===== src/rtl/mem_wr_arbiter_pkg.sv =====
// Shared defaults and round-robin helper for the dual-port write arbiter.
package mem_wr_arbiter_pkg;

    localparam int NREQ_DEF = 3;
    localparam int AW_DEF   = 4;
    localparam int DW_DEF   = 4;

    // Pointer is sized for the largest supported requester count (4).
    localparam int PTR_W = 2;
    typedef logic [PTR_W-1:0] ptr_t;

    function automatic ptr_t rr_next(input ptr_t last, input int nreq);
        ptr_t nxt;
        if ((int'(last) + 32'sd1) >= nreq) begin
            nxt = 2'd0;
        end else begin
            nxt = last + 2'd1;
        end
        return nxt;
    endfunction

endpackage


===== src/rtl/mem_wr_arbiter_mem.sv =====
// Storage array with two write ports and one read port; the read port sees
// same-cycle writes so the caller never observes a stale entry.
module mem_2w1r_fwd
    import mem_wr_arbiter_pkg::*;
#(
    parameter int AW = AW_DEF,
    parameter int DW = DW_DEF
) (
    input  logic          clk,
    input  logic          rst,
    input  logic          we1,
    input  logic [AW-1:0] wa1,
    input  logic [DW-1:0] wd1,
    input  logic          we2,
    input  logic [AW-1:0] wa2,
    input  logic [DW-1:0] wd2,
    input  logic [AW-1:0] ra,
    output logic [DW-1:0] rdata
);

    localparam int DEPTH = 2 ** AW;

    logic [DW-1:0] mem_q [DEPTH];
    logic [DW-1:0] mem_d [DEPTH];

    // Next array contents: both ports may write, addresses are never equal.
    always_comb begin
        mem_d = mem_q;
        if (we1) begin
            mem_d[wa1] = wd1;
        end else begin
        end
        if (we2) begin
            mem_d[wa2] = wd2;
        end else begin
        end
    end

    // Array storage, cleared on reset.
    always_ff @(posedge clk) begin
        if (rst) begin
            for (int i = 0; i < DEPTH; i++) begin
                mem_q[i] <= {DW{1'b0}};
            end
        end else begin
            mem_q <= mem_d;
        end
    end

    // Read with forwarding from whichever write port hits the read address.
    always_comb begin
        if (we1 && (wa1 == ra)) begin
            rdata = wd1;
        end else if (we2 && (wa2 == ra)) begin
            rdata = wd2;
        end else begin
            rdata = mem_q[ra];
        end
    end

endmodule


===== src/rtl/mem_wr_arbiter.sv =====
// Round-robin arbiter granting up to two distinct-address writes per cycle
// into a shared array, plus a one-cycle registered read pipeline.
module mem_wr_arbiter
    import mem_wr_arbiter_pkg::*;
#(
    parameter int NREQ = NREQ_DEF,
    parameter int AW   = AW_DEF,
    parameter int DW   = DW_DEF
) (
    input  logic              clk,
    input  logic              rst,
    input  logic [NREQ-1:0]   req_valid,
    input  logic [NREQ*AW-1:0] req_addr,
    input  logic [NREQ*DW-1:0] req_data,
    output logic [NREQ-1:0]   req_ready,
    input  logic              rd_en,
    input  logic [AW-1:0]     rd_addr,
    output logic [DW-1:0]     rd_data,
    output logic              rd_valid
);

    logic [AW-1:0]   addr_s [NREQ];
    logic [DW-1:0]   data_s [NREQ];
    logic [NREQ-1:0] ready_s;
    ptr_t            scan_idx_s;
    logic            p1_found_s;
    logic            p2_seen_s;
    logic            p2_en_s;
    ptr_t            p1_idx_s;
    ptr_t            p2_idx_s;
    logic [AW-1:0]   p1_addr_s;
    logic [AW-1:0]   p2_addr_s;
    logic [DW-1:0]   p1_data_s;
    logic [DW-1:0]   p2_data_s;
    logic [DW-1:0]   rd_fwd_s;

    ptr_t            rr_ptr_q, rr_ptr_d;
    logic [DW-1:0]   rd_data_q, rd_data_d;
    logic            rd_valid_q, rd_valid_d;

    // Unpack the per-requester address and data lanes.
    always_comb begin
        for (int i = 0; i < NREQ; i++) begin
            addr_s[i] = req_addr[i*AW +: AW];
            data_s[i] = req_data[i*DW +: DW];
        end
    end

    // Circular scan from rr_ptr: first valid takes P1, the next valid takes P2
    // only when its address differs; later requesters wait regardless.
    always_comb begin
        ready_s    = {NREQ{1'b0}};
        scan_idx_s = 2'd0;
        p1_found_s = 1'b0;
        p2_seen_s  = 1'b0;
        p2_en_s    = 1'b0;
        p1_idx_s   = 2'd0;
        p2_idx_s   = 2'd0;
        p1_addr_s  = {AW{1'b0}};
        p2_addr_s  = {AW{1'b0}};
        p1_data_s  = {DW{1'b0}};
        p2_data_s  = {DW{1'b0}};
        if (!rst) begin
            for (int k = 0; k < NREQ; k++) begin
                scan_idx_s = ptr_t'((int'(rr_ptr_q) + k) % NREQ);
                if (req_valid[scan_idx_s]) begin
                    if (!p1_found_s) begin
                        p1_found_s          = 1'b1;
                        p1_idx_s            = scan_idx_s;
                        p1_addr_s           = addr_s[scan_idx_s];
                        p1_data_s           = data_s[scan_idx_s];
                        ready_s[scan_idx_s] = 1'b1;
                    end else if (!p2_seen_s) begin
                        p2_seen_s = 1'b1;
                        if (addr_s[scan_idx_s] != p1_addr_s) begin
                            p2_en_s             = 1'b1;
                            p2_idx_s            = scan_idx_s;
                            p2_addr_s           = addr_s[scan_idx_s];
                            p2_data_s           = data_s[scan_idx_s];
                            ready_s[scan_idx_s] = 1'b1;
                        end else begin
                        end
                    end else begin
                    end
                end else begin
                end
            end
        end else begin
        end
    end

    assign req_ready = ready_s;

    // Pointer moves past the last granted requester, read pipeline captures.
    always_comb begin
        if (p2_en_s) begin
            rr_ptr_d = rr_next(p2_idx_s, NREQ);
        end else if (p1_found_s) begin
            rr_ptr_d = rr_next(p1_idx_s, NREQ);
        end else begin
            rr_ptr_d = rr_ptr_q;
        end
        if (rd_en) begin
            rd_data_d = rd_fwd_s;
        end else begin
            rd_data_d = rd_data_q;
        end
        rd_valid_d = rd_en;
    end

    // Arbiter pointer and read output registers.
    always_ff @(posedge clk) begin
        if (rst) begin
            rr_ptr_q   <= 2'd0;
            rd_data_q  <= {DW{1'b0}};
            rd_valid_q <= 1'b0;
        end else begin
            rr_ptr_q   <= rr_ptr_d;
            rd_data_q  <= rd_data_d;
            rd_valid_q <= rd_valid_d;
        end
    end

    assign rd_data  = rd_data_q;
    assign rd_valid = rd_valid_q;

    mem_2w1r_fwd #(
        .AW (AW),
        .DW (DW)
    ) u_mem (
        .clk   (clk),
        .rst   (rst),
        .we1   (p1_found_s),
        .wa1   (p1_addr_s),
        .wd1   (p1_data_s),
        .we2   (p2_en_s),
        .wa2   (p2_addr_s),
        .wd2   (p2_data_s),
        .ra    (rd_addr),
        .rdata (rd_fwd_s)
    );

endmodule


===== config.mk =====
export PLATFORM = sky130hd
export DESIGN_NAME = mem_wr_arbiter
export DESIGN_NICKNAME = d
export VERILOG_FILES = /design/src/rtl/mem_wr_arbiter_pkg.sv /design/src/rtl/mem_wr_arbiter_mem.sv /design/src/rtl/mem_wr_arbiter.sv
export SDC_FILE = /design/constraint.sdc
export NUM_CORES = 1
export LEC_CHECK = 0
export ABC_AREA = 1
export CAP_MARGIN = 20
export CORE_UTILIZATION = 60
export DETAILED_ROUTE_END_ITERATION = 8
export GPL_ROUTABILITY_DRIVEN = 0
export PLACE_DENSITY_LB_ADDON = 0.08
export SYNTH_ARGS = -nofsm -noshare
export SYNTH_HDL_FRONTEND = slang
export SYNTH_SLANG_ARGS = --single-unit

===== constraint.sdc =====
create_clock -name clk -period 3.2 [get_ports clk]
set_input_delay 0.64 -clock clk [delete_from_list [all_inputs] [get_ports clk]]
set_output_delay 0.64 -clock clk [all_outputs]
set_load 0.05 [all_outputs]

==> impl_metrics.yaml, run 1 <==
global_routing:
  grt_start_max_net_pins: 38
  grt_pass1_wl_mm: 29.6
  gr-total-overflow: 0
  first_global_vias: 6242
  track_usage_pct: 38.5
  antenna_found_initial: 0
logic_synthesis:
  syn_nets: 877
  synth_top_flop_cell: "dfxtp_1"
  yosys_warnings: 0
  async_flop_share_pct: 0
  syn_area_um2: 5390
  synth_edf_count: 0
  ys_types: 45
  seq_area_frac_synth_pct: 26.4
  syn_inst: 839
  syn_avg_cell_area_um2: 6.42
  ys_ff_latch: 71
clocking:
  cts_made_buffers: 9
  htreeDepth: 3
  insertion_delay_ps: 360
  cts_hold_buf: 0
  clock-sinks: 71
  cts_buffer_depth: 2
  path_clk_slew_ps: 70
  cts_tree: "done"
  ctsRootBufferMaster: "clkbuf_8"
route:
  drtIter0Drc: 879
  routed_wl_mm: 18.8
  post-route-drc-count: 0
  wire_per_inst_um: 17.8
  vias_per_cell: 6.38
  vias: 6726
  postRouteAntennaNets: 0
  dr.pass1.iters: 6
min_path:
  hp-class: "flip-flop to flip-flop"
setup_path:
  crit_path_end_kind: "output pin"
  arrival_ps: 2680
  critPathKind: "flip-flop to output pin"
  start_kind: "flip-flop"
  crit_fanout: 7
  worst_ep_required_time_ps: 2560
sta:
  finalCriticalPeriod_ps: 3320
  rsz0062_at_grt: "yes"
  finalCritPeriodShare_pct: 104
  maxSlewViolCount: 0
  setup_viol: 3
  worst_pin_slew_ps: 569
  max_freq_mhz: 301
  hold_viol: 0
  maxSlewHeadroom_pct: 62.0
  worst_slack_ps: -123
  skew_ps: 5.69
status:
  status: "finished, violations left"
  violations: "setup timing"
power:
  peakVddDrop_uv: 1300
  leakagePower_uw: 0.00286
  power_density_nw_per_um2: 1060
floorplanning:
  die-width_um: 96.8
  boundaryPins: 42
  start_util_pct: 61.8
  core_um2: 8720
  rows: 34
  die_height_um: 96.8
  die_area_um2: 9360
placed_design:
  dpl_cell_area_um2: 6390
  dp_cells: 1022
  port_buffers: 41
  place_hpwl_mm: 13.0
cells_and_area:
  synthToLayoutAreaGrowth_pct: 29.4
  drive_above_1_share_pct: 24.7
  mostFrequentLayoutCell: "nand2_1"
  finalInstanceArea_um2: 6970
  fin_nets: 979
  fill_cells: 583
  antennaDiodeCount: 0
  layout_common_cells: "nand2_1, buf_4, nor2_1"
  layoutNonFillerInstCount: 1054
run:
  maxCapViolCount: 0
cell families after synthesis:
logic type | count (synthesis) | synth area share [%]
simple gates | 371 | 31.3
compound gates | 246 | 29.2
buf+inv | 138 | 10.7
flops | 71 | 26.4
xor+xnor | 5 | 0.813
mux | 4 | 0.743
fa+ha+maj | 4 | 0.929
timing repair:
| item | 4_1_cts | 5_1_grt |
|---|---|---|
| endpoints found under the setup margin | 3 | 36 |
| gates resized for setup | 28 | 47 |
| pin swaps | 14 | 22 |
| buffers inserted | 13 | 3 |
routing by layer:
metal | vias up | global-route usage [%] | share of wire, %
li1 | 3101 | - | -
met1 | 3072 | 52.5 | 40
met2 | 480 | 60.7 | 46
met3 | 73 | 6.21 | 11
met4 | 0 | 15.5 | 3.0
met5 | - | 0 | 0
critical path, cell delays in order (launching register included):
cell and delay, ps:
dfxtp_2 360, inv_2 60, ha_4 280, buf_8 150, nor2_4 200, nand2_2 110
nand2_4 90, inv_2 50, xor2_1 150, nor2_1 140, nand2_2 100, inv_2 80
nand2_2 80, a32oi_2 210, a21oi_2 100, buf_12 160
sequential cells by signal, summed over array words and instances (netlist names):
register,cells
rd_data,4
rr_ptr_q,2
rd_valid,1
u_mem.mem_q,64
worst paths after layout:
path	endpoint	startpoint	slack, ps	cells past startpoint
max	req_ready[0]	rr_ptr_q[0]$_SDFFE_PP0P_	-120	15
min	rd_data[3]$_SDFFE_PP0P_	rd_data[3]$_SDFFE_PP0P_	480	2
max reg2reg	u_mem.mem_q[18]$_SDFF_PP0_	rr_ptr_q[0]$_SDFFE_PP0P_	40	21
min reg2reg	rd_data[3]$_SDFFE_PP0P_	rd_data[3]$_SDFFE_PP0P_	480	2
report_power, final:
part	internal (uW)	switching (uW)	leakage [uW]
clock	457	344	0.000116
sequential	1070	94.8	0.000577
combinational	2050	3360	0.00217
total	3590	3800	0.00286
layout make-up:
class | count | area (um2) | area share, %
sequential | 71 | 1420 | 20.4
timing repair buffer | 130 | 1190 | 17.0
multi-input combinational | 630 | 3620 | 51.9
clock inverter | 6 | 83.8 | 1.20
tap | 108 | 135 | 1.94
inverter | 99 | 387 | 5.54
clock buffer | 10 | 138 | 1.97
synthesized netlist by cell type, types with 13 or more instances:
cell type | instances | area (um2)
nand3_1 | 61 | 305
a21oi_1 | 53 | 265
nand2_2 | 15 | 93.8
a211oi_1 | 16 | 120
clkbuf_1 | 22 | 82.6
nor2_1 | 81 | 304
nor2_2 | 15 | 93.8
o21ai_1 | 13 | 65.1
dfxtp_1 | 71 | 1420
a32oi_1 | 38 | 333
inv_2 | 19 | 71.3
inv_1 | 76 | 285
o22ai_1 | 14 | 87.6
o21ai_0 | 67 | 335
nand2_1 | 174 | 653
through the flow:
| stage | util (%) | setup slack (ps) | hold slack, ps | TNS (ps) | power [uW] |
|---|---|---|---|---|---|
| global placement | 73.3 | -98.9 | 455 | -1120 | 5740 |
| CTS | 77.8 | 7.03 | 477 | 0 | 6880 |
| finish | 80.0 | -123 | 478 | -290 | 7390 |
| detailed placement | 73.3 | -165 | 467 | -6310 | 5860 |
| floorplan | - | 209 | 472 | 0 | 4110 |
| global route | 80.0 | -186 | 492 | -3160 | 7770 |
(Power assumes the default switching activity.)
==> run 2, diff against run 1 <==
- CORE_UTILIZATION: 60 -> 64
- clock period: 3.2 -> 4.21 ns (I/O delays scaled with it)
==> run 2 against run 1 <==
Against the previous run:
- the run now ends clean
- clock power is 30% lower
- wire length shrank 4.3%
- die area decreased by 6.1%
- cell area decreased by 12%
- largest cell class unchanged
==> impl_metrics.yaml, run 2 (synthesis results as in run 1) <==
floorplanning:
  start_util_pct: 65.9
  die_area_um2: 8790
  die_height_um: 93.8
  rows: 33
  die-width_um: 93.8
  boundaryPins: 42
  core_um2: 8180
setup_path:
  reg2reg_depth: 17
  crit_fanout: 13
  critPathKind: "flip-flop to output pin"
  worst_ep_required_time_ps: 3370
  crit_path_end_kind: "output pin"
  arrival_ps: 3230
  start_kind: "flip-flop"
sta:
  rsz0062_at_grt: "no"
  max_freq_mhz: 246
  maxSlewViolCount: 0
  maxSlewHeadroom_pct: 38.5
  worst_pin_slew_ps: 921
  skew_ps: 7.80
  hold_viol: 0
  finalCriticalPeriod_ps: 4070
  setup_viol: 0
  finalCritPeriodShare_pct: 96.7
  setup_tns_ps: 0
min_path:
  holdPathStages: 2
  hp-class: "flip-flop to flip-flop"
cells_and_area:
  mostFrequentLayoutCell: "nand2_1"
  final_util_pct: 74.7
  largest_reg_flops: 64
  fill_cells: 664
  fin_nets: 907
  drive_above_1_share_pct: 12.5
  register_area_um2: 1420
  multiInputGateArea_um2: 3410
  synthToLayoutAreaGrowth_pct: 13.3
  layout_common_cells: "nand2_1, nor2_1, inv_1"
  largest-register: "u_mem.mem_q"
  antennaDiodeCount: 0
  layoutNonFillerInstCount: 979
power:
  power_density_nw_per_um2: 760
  peakVddDrop_uv: 911
  leakagePower_uw: 0.00241
clocking:
  clock-sinks: 71
  insertion_delay_ps: 360
  htreeDepth: 3
  cts_buffer_depth: 2
  path_clk_slew_ps: 80
  cts_tree: "done"
  cts_made_buffers: 9
  ctsRootBufferMaster: "clkbuf_8"
  cts_hold_buf: 0
route:
  dr.pass1.iters: 6
  vias_per_cell: 6.65
  vias: 6514
  routed_wl_mm: 18.0
  postRouteAntennaNets: 0
  post-route-drc-count: 0
  wire_per_inst_um: 18.3
  drtIter0Drc: 760
placed_design:
  dp_cells: 963
  port_buffers: 41
  place_hpwl_mm: 12.6
global_routing:
  first_global_vias: 5956
  grt_start_max_net_pins: 38
  antenna_found_initial: 0
  grt_pass1_wl_mm: 27.8
  gr-total-overflow: 0
  track_usage_pct: 40.9
run:
  maxCapViolCount: 0
status:
  status: "complete, no violations"
-- run 2: what timing repair did --
item	in CTS	in global routing
gates resized for setup	0	2
buffers inserted	0	0
endpoints found under the setup margin	0	3
-- run 2: worst paths after layout --
check,from,endpoint,slack (ps)
max reg2reg,rr_ptr_q[1]$_SDFFE_PP0P_,u_mem.mem_q[31]$_SDFF_PP0_,650
min,rd_data[3]$_SDFFE_PP0P_,rd_data[3]$_SDFFE_PP0P_,470
max,rr_ptr_q[1]$_SDFFE_PP0P_,req_ready[2],140
min reg2reg,rd_data[3]$_SDFFE_PP0P_,rd_data[3]$_SDFFE_PP0P_,470
-- run 2: layout make-up --
type | instances | share of cell area (%)
Tap cell | 105 | 2.15
Multi-Input combinational cell | 630 | 55.8
Clock buffer | 10 | 2.09
Inverter | 99 | 6.25
Sequential cell | 71 | 23.3
Timing Repair Buffer | 58 | 9.30
Clock inverter | 6 | 1.15
-- run 2: power breakdown --
| part | switching [uW] | leakage (uW) | internal (uW) |
|---|---|---|---|
| clock | 285 | 0.0000891 | 277 |
| sequential | 77.7 | 0.000576 | 815 |
| combinational | 2240 | 0.00175 | 948 |
| total | 2600 | 0.00241 | 2040 |
-- run 2: critical path, cell delays in order, from the launching register on --
cell and delay [ps]:
dfxtp_1 380, inv_1 110, ha_1 430, inv_4 170, nor2_4 220, nand2_1 70, nand2_1 160, nand3_1 150
nand3_1 120, nand2_1 60, nor2_1 190, nand2_4 120, nand2_1 70, nand2_1 100, a32oi_1 210, a21oi_1 140
buf_12 170
-- run 2: stage by stage --
step	area, um2	total power, uW	hold slack [ps]	setup WS [ps]
after detailed placement	5900	3930	459	308
after CTS	6090	4490	471	38.0
final	6110	4640	467	140
after global routing	6110	4890	506	17.7
after global placement	5900	3830	455	419
after floorplan	5390	3120	472	717
-- run 2: per-layer routing --
metal / track usage, % / wire, um
met3: 11.7 / 2250
met2: 64.5 / 8180
met1: 50.4 / 6970
met5: 1.28 / 0
met4: 20.4 / 567
